$ cat src/rtl/cpu_pkg.sv
// Shared CPU front-end definitions.
// Fetch FSM encoding, word width and default memory size.
package cpu_pkg;

  localparam int unsigned XLEN      = 32;
  localparam int unsigned IMEM_SIZE = 40;

  typedef logic [XLEN-1:0] word_t;

  typedef enum logic [1:0] {
    IDLE  = 2'd0,
    FETCH = 2'd1,
    HALT  = 2'd2
  } if_state_e;

endpackage

$ cat src/rtl/if_id_reg.sv
// IF/ID holding register: valid bit plus instruction and PC.
// Flush beats load, load beats clear.
module if_id_reg
  import cpu_pkg::*;
(
  input  logic  clk,
  input  logic  reset,
  input  logic  load_i,
  input  logic  flush_i,
  input  logic  clear_i,
  input  word_t instr_i,
  input  word_t pc_i,
  output logic  valid_o,
  output word_t instr_o,
  output word_t pc_o
);

  logic  valid_q, valid_d;
  word_t instr_q, instr_d;
  word_t pc_q, pc_d;

  always_comb begin
    valid_d = valid_q;
    instr_d = instr_q;
    pc_d    = pc_q;
    if (flush_i) begin
      valid_d = 1'b0;
    end else if (load_i) begin
      valid_d = 1'b1;
      instr_d = instr_i;
      pc_d    = pc_i;
    end else if (clear_i) begin
      valid_d = 1'b0;
    end
  end

  always_ff @(posedge clk) begin
    if (reset) begin
      valid_q <= 1'b0;
      instr_q <= '0;
      pc_q    <= '0;
    end else begin
      valid_q <= valid_d;
      instr_q <= instr_d;
      pc_q    <= pc_d;
    end
  end

  assign valid_o = valid_q;
  assign instr_o = instr_q;
  assign pc_o    = pc_q;

endmodule

$ cat src/rtl/instr_fetch.sv
// Instruction fetch stage: PC, fetch FSM and delivered-instruction count.
// Output is staged through if_id_reg toward decode.
module instr_fetch
  import cpu_pkg::*;
#(
  parameter int unsigned MEM_SIZE = IMEM_SIZE,
  parameter logic [31:0] RESET_PC = 32'd0
) (
  input  logic        clk,
  input  logic        reset,
  output logic [31:0] imem_addr,
  input  logic [31:0] imem_instr,
  input  logic        redirect_valid,
  input  logic [31:0] redirect_pc,
  input  logic        id_ready,
  output logic        if_valid,
  output logic [31:0] if_instr,
  output logic [31:0] if_pc,
  output logic        halted,
  output logic [31:0] fetch_count
);

  if_state_e state_q, state_d;
  word_t     pc_q, pc_d;
  word_t     count_q, count_d;

  logic take;
  logic in_range;
  logic load;
  logic clear;
  logic accept;

  assign take     = !if_valid || id_ready;
  assign in_range = pc_q < word_t'(MEM_SIZE);
  assign accept   = if_valid && id_ready && !redirect_valid;

  always_ff @(posedge clk) begin
    if (reset) begin
      state_q <= IDLE;
      pc_q    <= RESET_PC;
      count_q <= '0;
    end else begin
      state_q <= state_d;
      pc_q    <= pc_d;
      count_q <= count_d;
    end
  end

  always_comb begin
    state_d = state_q;
    if (redirect_valid) begin
      state_d = FETCH;
    end else begin
      unique case (state_q)
        IDLE:    state_d = FETCH;
        FETCH:   if (take && !in_range) state_d = HALT;
        HALT:    state_d = HALT;
        default: state_d = IDLE;
      endcase
    end
  end

  always_comb begin
    load   = (state_q == FETCH) && !redirect_valid
           && take && in_range;
    clear  = if_valid && id_ready && !load;
    halted = (state_q == HALT);
  end

  always_comb begin
    pc_d = pc_q;
    if (redirect_valid) begin
      pc_d = redirect_pc & ~word_t'(3);
    end else if (load) begin
      pc_d = pc_q + word_t'(4);
    end
  end

  assign count_d = count_q + word_t'(accept);

  if_id_reg u_if_id_reg (
    .clk     (clk),
    .reset   (reset),
    .load_i  (load),
    .flush_i (redirect_valid),
    .clear_i (clear),
    .instr_i (imem_instr),
    .pc_i    (pc_q),
    .valid_o (if_valid),
    .instr_o (if_instr),
    .pc_o    (if_pc)
  );

  assign imem_addr   = pc_q;
  assign fetch_count = count_q;

endmodule

$ cat config.mk
export PLATFORM = sky130hd
export DESIGN_NAME = instr_fetch
export DESIGN_NICKNAME = d
export VERILOG_FILES = /design/src/rtl/cpu_pkg.sv /design/src/rtl/if_id_reg.sv /design/src/rtl/instr_fetch.sv
export SDC_FILE = /design/constraint.sdc
export NUM_CORES = 1
export LEC_CHECK = 0
export BUFFER_PORTS_ARGS = -buffer_cell sky130_fd_sc_hd__buf_4
export CAP_MARGIN = 20
export CORE_UTILIZATION = 51
export DETAILED_ROUTE_END_ITERATION = 10
export PLACE_DENSITY = 0.84
export SYNTH_ARGS = -nofsm -noshare
export SYNTH_HDL_FRONTEND = slang
export SYNTH_SLANG_ARGS = --single-unit
$ cat constraint.sdc
create_clock -name clk -period 4.2 [get_ports clk]
set_clock_uncertainty 0.1 [all_clocks]
set_input_delay 0.84 -clock clk [delete_from_list [all_inputs] [get_ports clk]]
set_output_delay 0.84 -clock clk [all_outputs]
set_load 0.1 [all_outputs]
# Word-level counts from Yosys, hierarchy flattened
# Cells that the tools add are included.
[word_totals]
memories = 0
input_bits = 68
ram_bits = 0
rom_bits = 0
elab_cells = 40
output_inout_bits = 130
latchBits = 0
reg_bits = 131
[op_classes]
n_mux = 7
magnitude_cmp = 1
addsub = 2
n_reduce_logical = 17
bitwise_logic = 1
n_shift = 0
n_div = 0
n_eq_ne = 4
n_mul = 0
[ops]
columns = ["operator", "n"]
rows = [
  ["32-bit 2-to-1 mux", 2],
  ["32-bit by 1-bit adder with 32-bit output", 1],
  ["32-bit by 3-bit adder with 32-bit output (second input constant)", 1],
  ["32-bit by 6-bit less-than comparator with 1-bit output (second input constant)", 1],
  ["1-bit logical AND", 7],
  ["2-bit one-hot mux with 3 select lines", 1],
  ["1-bit zero test", 4],
  ["2-bit nonzero test", 2],
  ["1-bit 2-to-1 mux", 3],
  ["3-bit inequality test (second input constant)", 1],
  ["2-bit by 1-bit == test with 1-bit output (second input constant)", 1],
  ["2-bit == test (second input constant)", 1],
  ["2-bit zero test", 1],
  ["2-bit 2-to-1 mux", 1],
  ["2-bit inequality test (second input constant)", 1],
  ["2-bit AND reduction", 1],
  ["2-bit OR reduction", 1],
  ["1-bit logical OR", 1],
  ["1-bit NOT", 1],
]

# Longest topological paths before layout
[depth]
word_depth = 8
mapped_depth = 10
depth_no_buf = 9

# Cells and area by module
# A second synthesis with hierarchy kept.
[hier_totals]
cells_unflattened = 585
hier_area_um2 = 6009.5
[modules_own_cells]
columns = ["mod", "seq_area_each_um2", "cells_per_inst", "n_inst", "area_per_inst_um2"]
rows = [
  ["if_id_reg", 1301.2, 296, 1, 3268.1],
  ["instr_fetch", 1281.2, 289, 1, 2741.4],
]

# Worst setup path before layout
# Ideal clock, no wire load.
[synth_path]
path_type = "input to register"
start = "input redirect_valid"
end = "register count_q[26], in the netlist fetch_count[26]"
t_required_ns = 4.033
arrival_time_ns = 2.718
slack_ns = 1.315
setup_ns = 0.067
n_path_buf = 1
stages = 10
cell_sequence = "clkbuf_1 > inv_1 > and3_1 > ha_1 > ha_1 > nand3_1 > nor4_4 > nand4_1 > xor2_1 > nor2_1"
[synth_between]
elab_chain_len = 3
[synth_rtl]
columns = ["item", "line_no", "text"]
rows = [
  ["start, declared", "instr_fetch.sv:13", "input logic redirect_valid,"],
  ["1-bit zero test", "instr_fetch.sv:35", "assign accept = if_valid && id_ready && !redirect_valid;"],
  ["1-bit logical AND", "instr_fetch.sv:35", ""],
  ["32-bit by 1-bit adder with 32-bit output", "instr_fetch.sv:79", "assign count_d = count_q + word_t'(accept);"],
  ["end signal, assigned", "instr_fetch.sv:45", "count_q <= count_d;"],
  ["end, declared", "instr_fetch.sv:25", "word_t count_q, count_d;"],
]
# Every way passes these cells.
# A chain may end at the register's enable or synchronous reset.

# Final worst setup path
[layout_path]
start = "input redirect_valid"
end = "register count_q[30], in the netlist fetch_count[30]"
# Same word-level chain as after synthesis.

==> results.cfg <==
[placement]
dpl.hpwl_um = 8290
dpl.cell_count = 788
gp_congestion = 0.812
dp_worst_setup_slack_ns = 0.924
place_area_sq_mm = 0.00625
io_buffers = 191

[cells_and_area]
final_area_sq_mm = 0.00683
post-route-util = 0.742
fillers = 634
nets = 770
drive_gt1_frac = 0.340
diodes = 0
layout.cells.non_filler = 820
syn_to_final_growth_pct = 41.9

[run]
cap_violations = 0

[global_route]
grt_pass1_wl_um = 18700
grt_max_degree = 64
track_usage = 0.242
overflow = 0
grt_antenna_before_repair = 0
grt_pass1_vias = 3861

[synthesis]
synth.yosys.warnings = 0
synthTopCellsByArea = dfxtp_1 (53%), nand2_1 (6.5%), mux2i_1 (5.8%)
async_flop_share = 0
ys.flop_type = dfxtp_1
netlist_instances = 510
synth_top_cell_area_share = 0.528
synth_cell_types = 37
yosys.area.top_type = dfxtp_1
ys_seq_area_frac = 0.528
syn_area_per_cell_sq_um = 9.44
synth_edf_count = 0
ys_ff_latch = 127
syn_area_sq_mm = 0.00481

[power_and_ir_drop]
seq_power_share = 0.422
p_int_w = 0.00217
ir_drop_v = 0.000351
netSwitchingPower_w = 0.000779
clock_power_share = 0.474
p_leak_nw = 3.11
power.share.combinational = 0.104
sw_frac_of_total = 0.264
powerDensity_mw_per_mm2 = 432

[timing]
post-route-period-util = 0.667
setup_ws_ns = 1.40
grt_setup_unrepaired = false
relSlewSlack = 0.580
slew_violations = 0
fin_setup_tns_ns = 0
final_hold_viol_count = 0
max_clock_freq_mhz = 357
fin_crit_ns = 2.80
worst_pin_slew_ns = 0.630
setup_viol = 0

[floorplan]
ios = 198
initial_core_util = 0.523
core_sq_mm = 0.00920
fp.dieH_um = 99.1
die-area_sq_mm = 0.00983
die_x_um = 99.1
rows = 35

[setup_path]
endpoint_kind = flip-flop
critPathArrivalTime_ns = 3.07
crit_fanout = 34
crit_type = in -> reg
critPathRequiredTime_ns = 4.47
start_kind = input pin

[clock_network]
root_buffer = clkbuf_8
cts_tree = yes
clk_latency_ns = 0.50
post_cts_buffers = 0
clk_path_buf_depth = 2
cts_hold_buf = 0
numCtsBuffers = 17
htree_levels = 4
clkTransAtPathRegs_ns = 0.06
numClockSinks = 127
cts_resized = 0

[drt]
via_per_inst = 4.99
first_pass_iters = 5
wirelength_um = 11500
routedWlPerCell_um = 14.1
first_iter_violations = 91
vias = 4095
postRouteAntennaNets = 0
drcViolationCount = 0

[min_path]
min_path_type = reg -> reg

[outcome]
outcome = finished, final reports clean
-- through the flow --
stage          hold slack [ns]  total power [W]
2_1_floorplan            0.432          0.00149
3_3_place_gp             0.338          0.00157
3_5_place_dp             0.345          0.00158
4_1_cts                  0.355          0.00297
5_1_grt                  0.376          0.00304
6_report                 0.354          0.00295
-- flip-flops by register name, indices dropped and copies added, names as in the netlist --
| signal | count |
|---|---|
| u_if_id_reg.valid_o | 1 |
| fetch_count | 32 |
| u_if_id_reg.pc_o | 30 |
| u_if_id_reg.instr_o | 32 |
| state_q | 2 |
| imem_addr | 30 |
-- cells in the mapped netlist, types with 7 or more instances --
cell type / instances
nand4_1: 14
and2_1: 28
and4_1: 7
nor4_2: 7
mux2i_1: 28
nand2_1: 83
xnor2_1: 7
clkbuf_1: 17
a21oi_1: 38
nor2_1: 63
xor2_1: 24
dfxtp_1: 127
nand3_1: 11
-- power groups by stage --
stage | sequential [W] | combinational [W] | clock (W)
final | 0.00125 | 0.000307 | 0.00140
after CTS | 0.00124 | 0.000308 | 0.00142
after detailed placement | 0.00127 | 0.000307 | 0
after global routing | 0.00125 | 0.000322 | 0.00147
after global placement | 0.00127 | 0.000301 | 0
after floorplan | 0.00139 | 0.0000919 | 0
-- routing by layer --
layer | wire (um) | global-route usage | share of wire | vias to the layer above
li1 | - | - | - | 2065
met1 | 4820 | 0.289 | 0.42 | 1869
met2 | 5840 | 0.417 | 0.51 | 144
met3 | 639 | 0.0583 | 0.055 | 17
met4 | 253 | 0.103 | 0.022 | 0
met5 | 0 | 0 | 0 | -
-- critical path, stage by stage --
cell	delay, ns
buf_4	0.28
inv_1	0.21
and3_1	0.19
ha_1	0.16
ha_1	0.24
nand3_1	0.16
nor4_4	0.55
nand4_1	0.19
xor2_1	0.18
nor2_1	0.06
-- area by class of cell --
| class | instances | area [sq um] | area share |
|---|---|---|---|
| flip-flops and latches | 127 | 2540 | 0.372 |
| multi-input cells | 351 | 2100 | 0.307 |
| repair buffers | 194 | 1460 | 0.213 |
| clock buffers | 18 | 418 | 0.0612 |
| clock inverters | 14 | 155 | 0.0227 |
| well taps | 111 | 139 | 0.0203 |
| inverters | 5 | 18.8 | 0.00275 |
-- kinds of logic after synthesis --
group                    after synthesis  share of synthesized area
flip-flops                           127                      0.528
XOR/XNOR                              31                     0.0564
AO/OA/AOI/OAI                         50                     0.0595
AND/OR/NAND/NOR                      232                      0.243
adder cells (fa/ha/maj)                6                     0.0156
other                                  1                   0.000779
buffers and inverters                 35                     0.0380
multiplexers                          28                     0.0582
-- layout by cell type, fill, tap and decap left out, types with 7 or more instances in the layout --
cell / netlist / final
buf_4: 4 / 194
nor4_2: 7 / 7
dfxtp_1: 127 / 127
nand4_1: 14 / 14
nand3_1: 11 / 11
and2_1: 28 / 28
xor2_1: 24 / 24
nand2_1: 83 / 83
nor2_1: 63 / 63
mux2i_1: 28 / 28
and4_1: 7 / 7
clkbuf_16: 0 / 16
a21oi_1: 38 / 38
xnor2_1: 7 / 7
-- path summary, 6_finish.rpt --
kind / from / endpoint / slack [ns] / cells after the start
setup / recovery: redirect_valid / fetch_count[30] / 1.40 / 10
hold / removal: u_if_id_reg.instr_o[0] / u_if_id_reg.instr_o[0] / 0.35 / 2
setup reg to reg: imem_addr[27] / u_if_id_reg.instr_o[20] / 1.79 / 6
hold reg to reg: u_if_id_reg.instr_o[0] / u_if_id_reg.instr_o[0] / 0.35 / 2
Power figures use the tool's default switching activity.
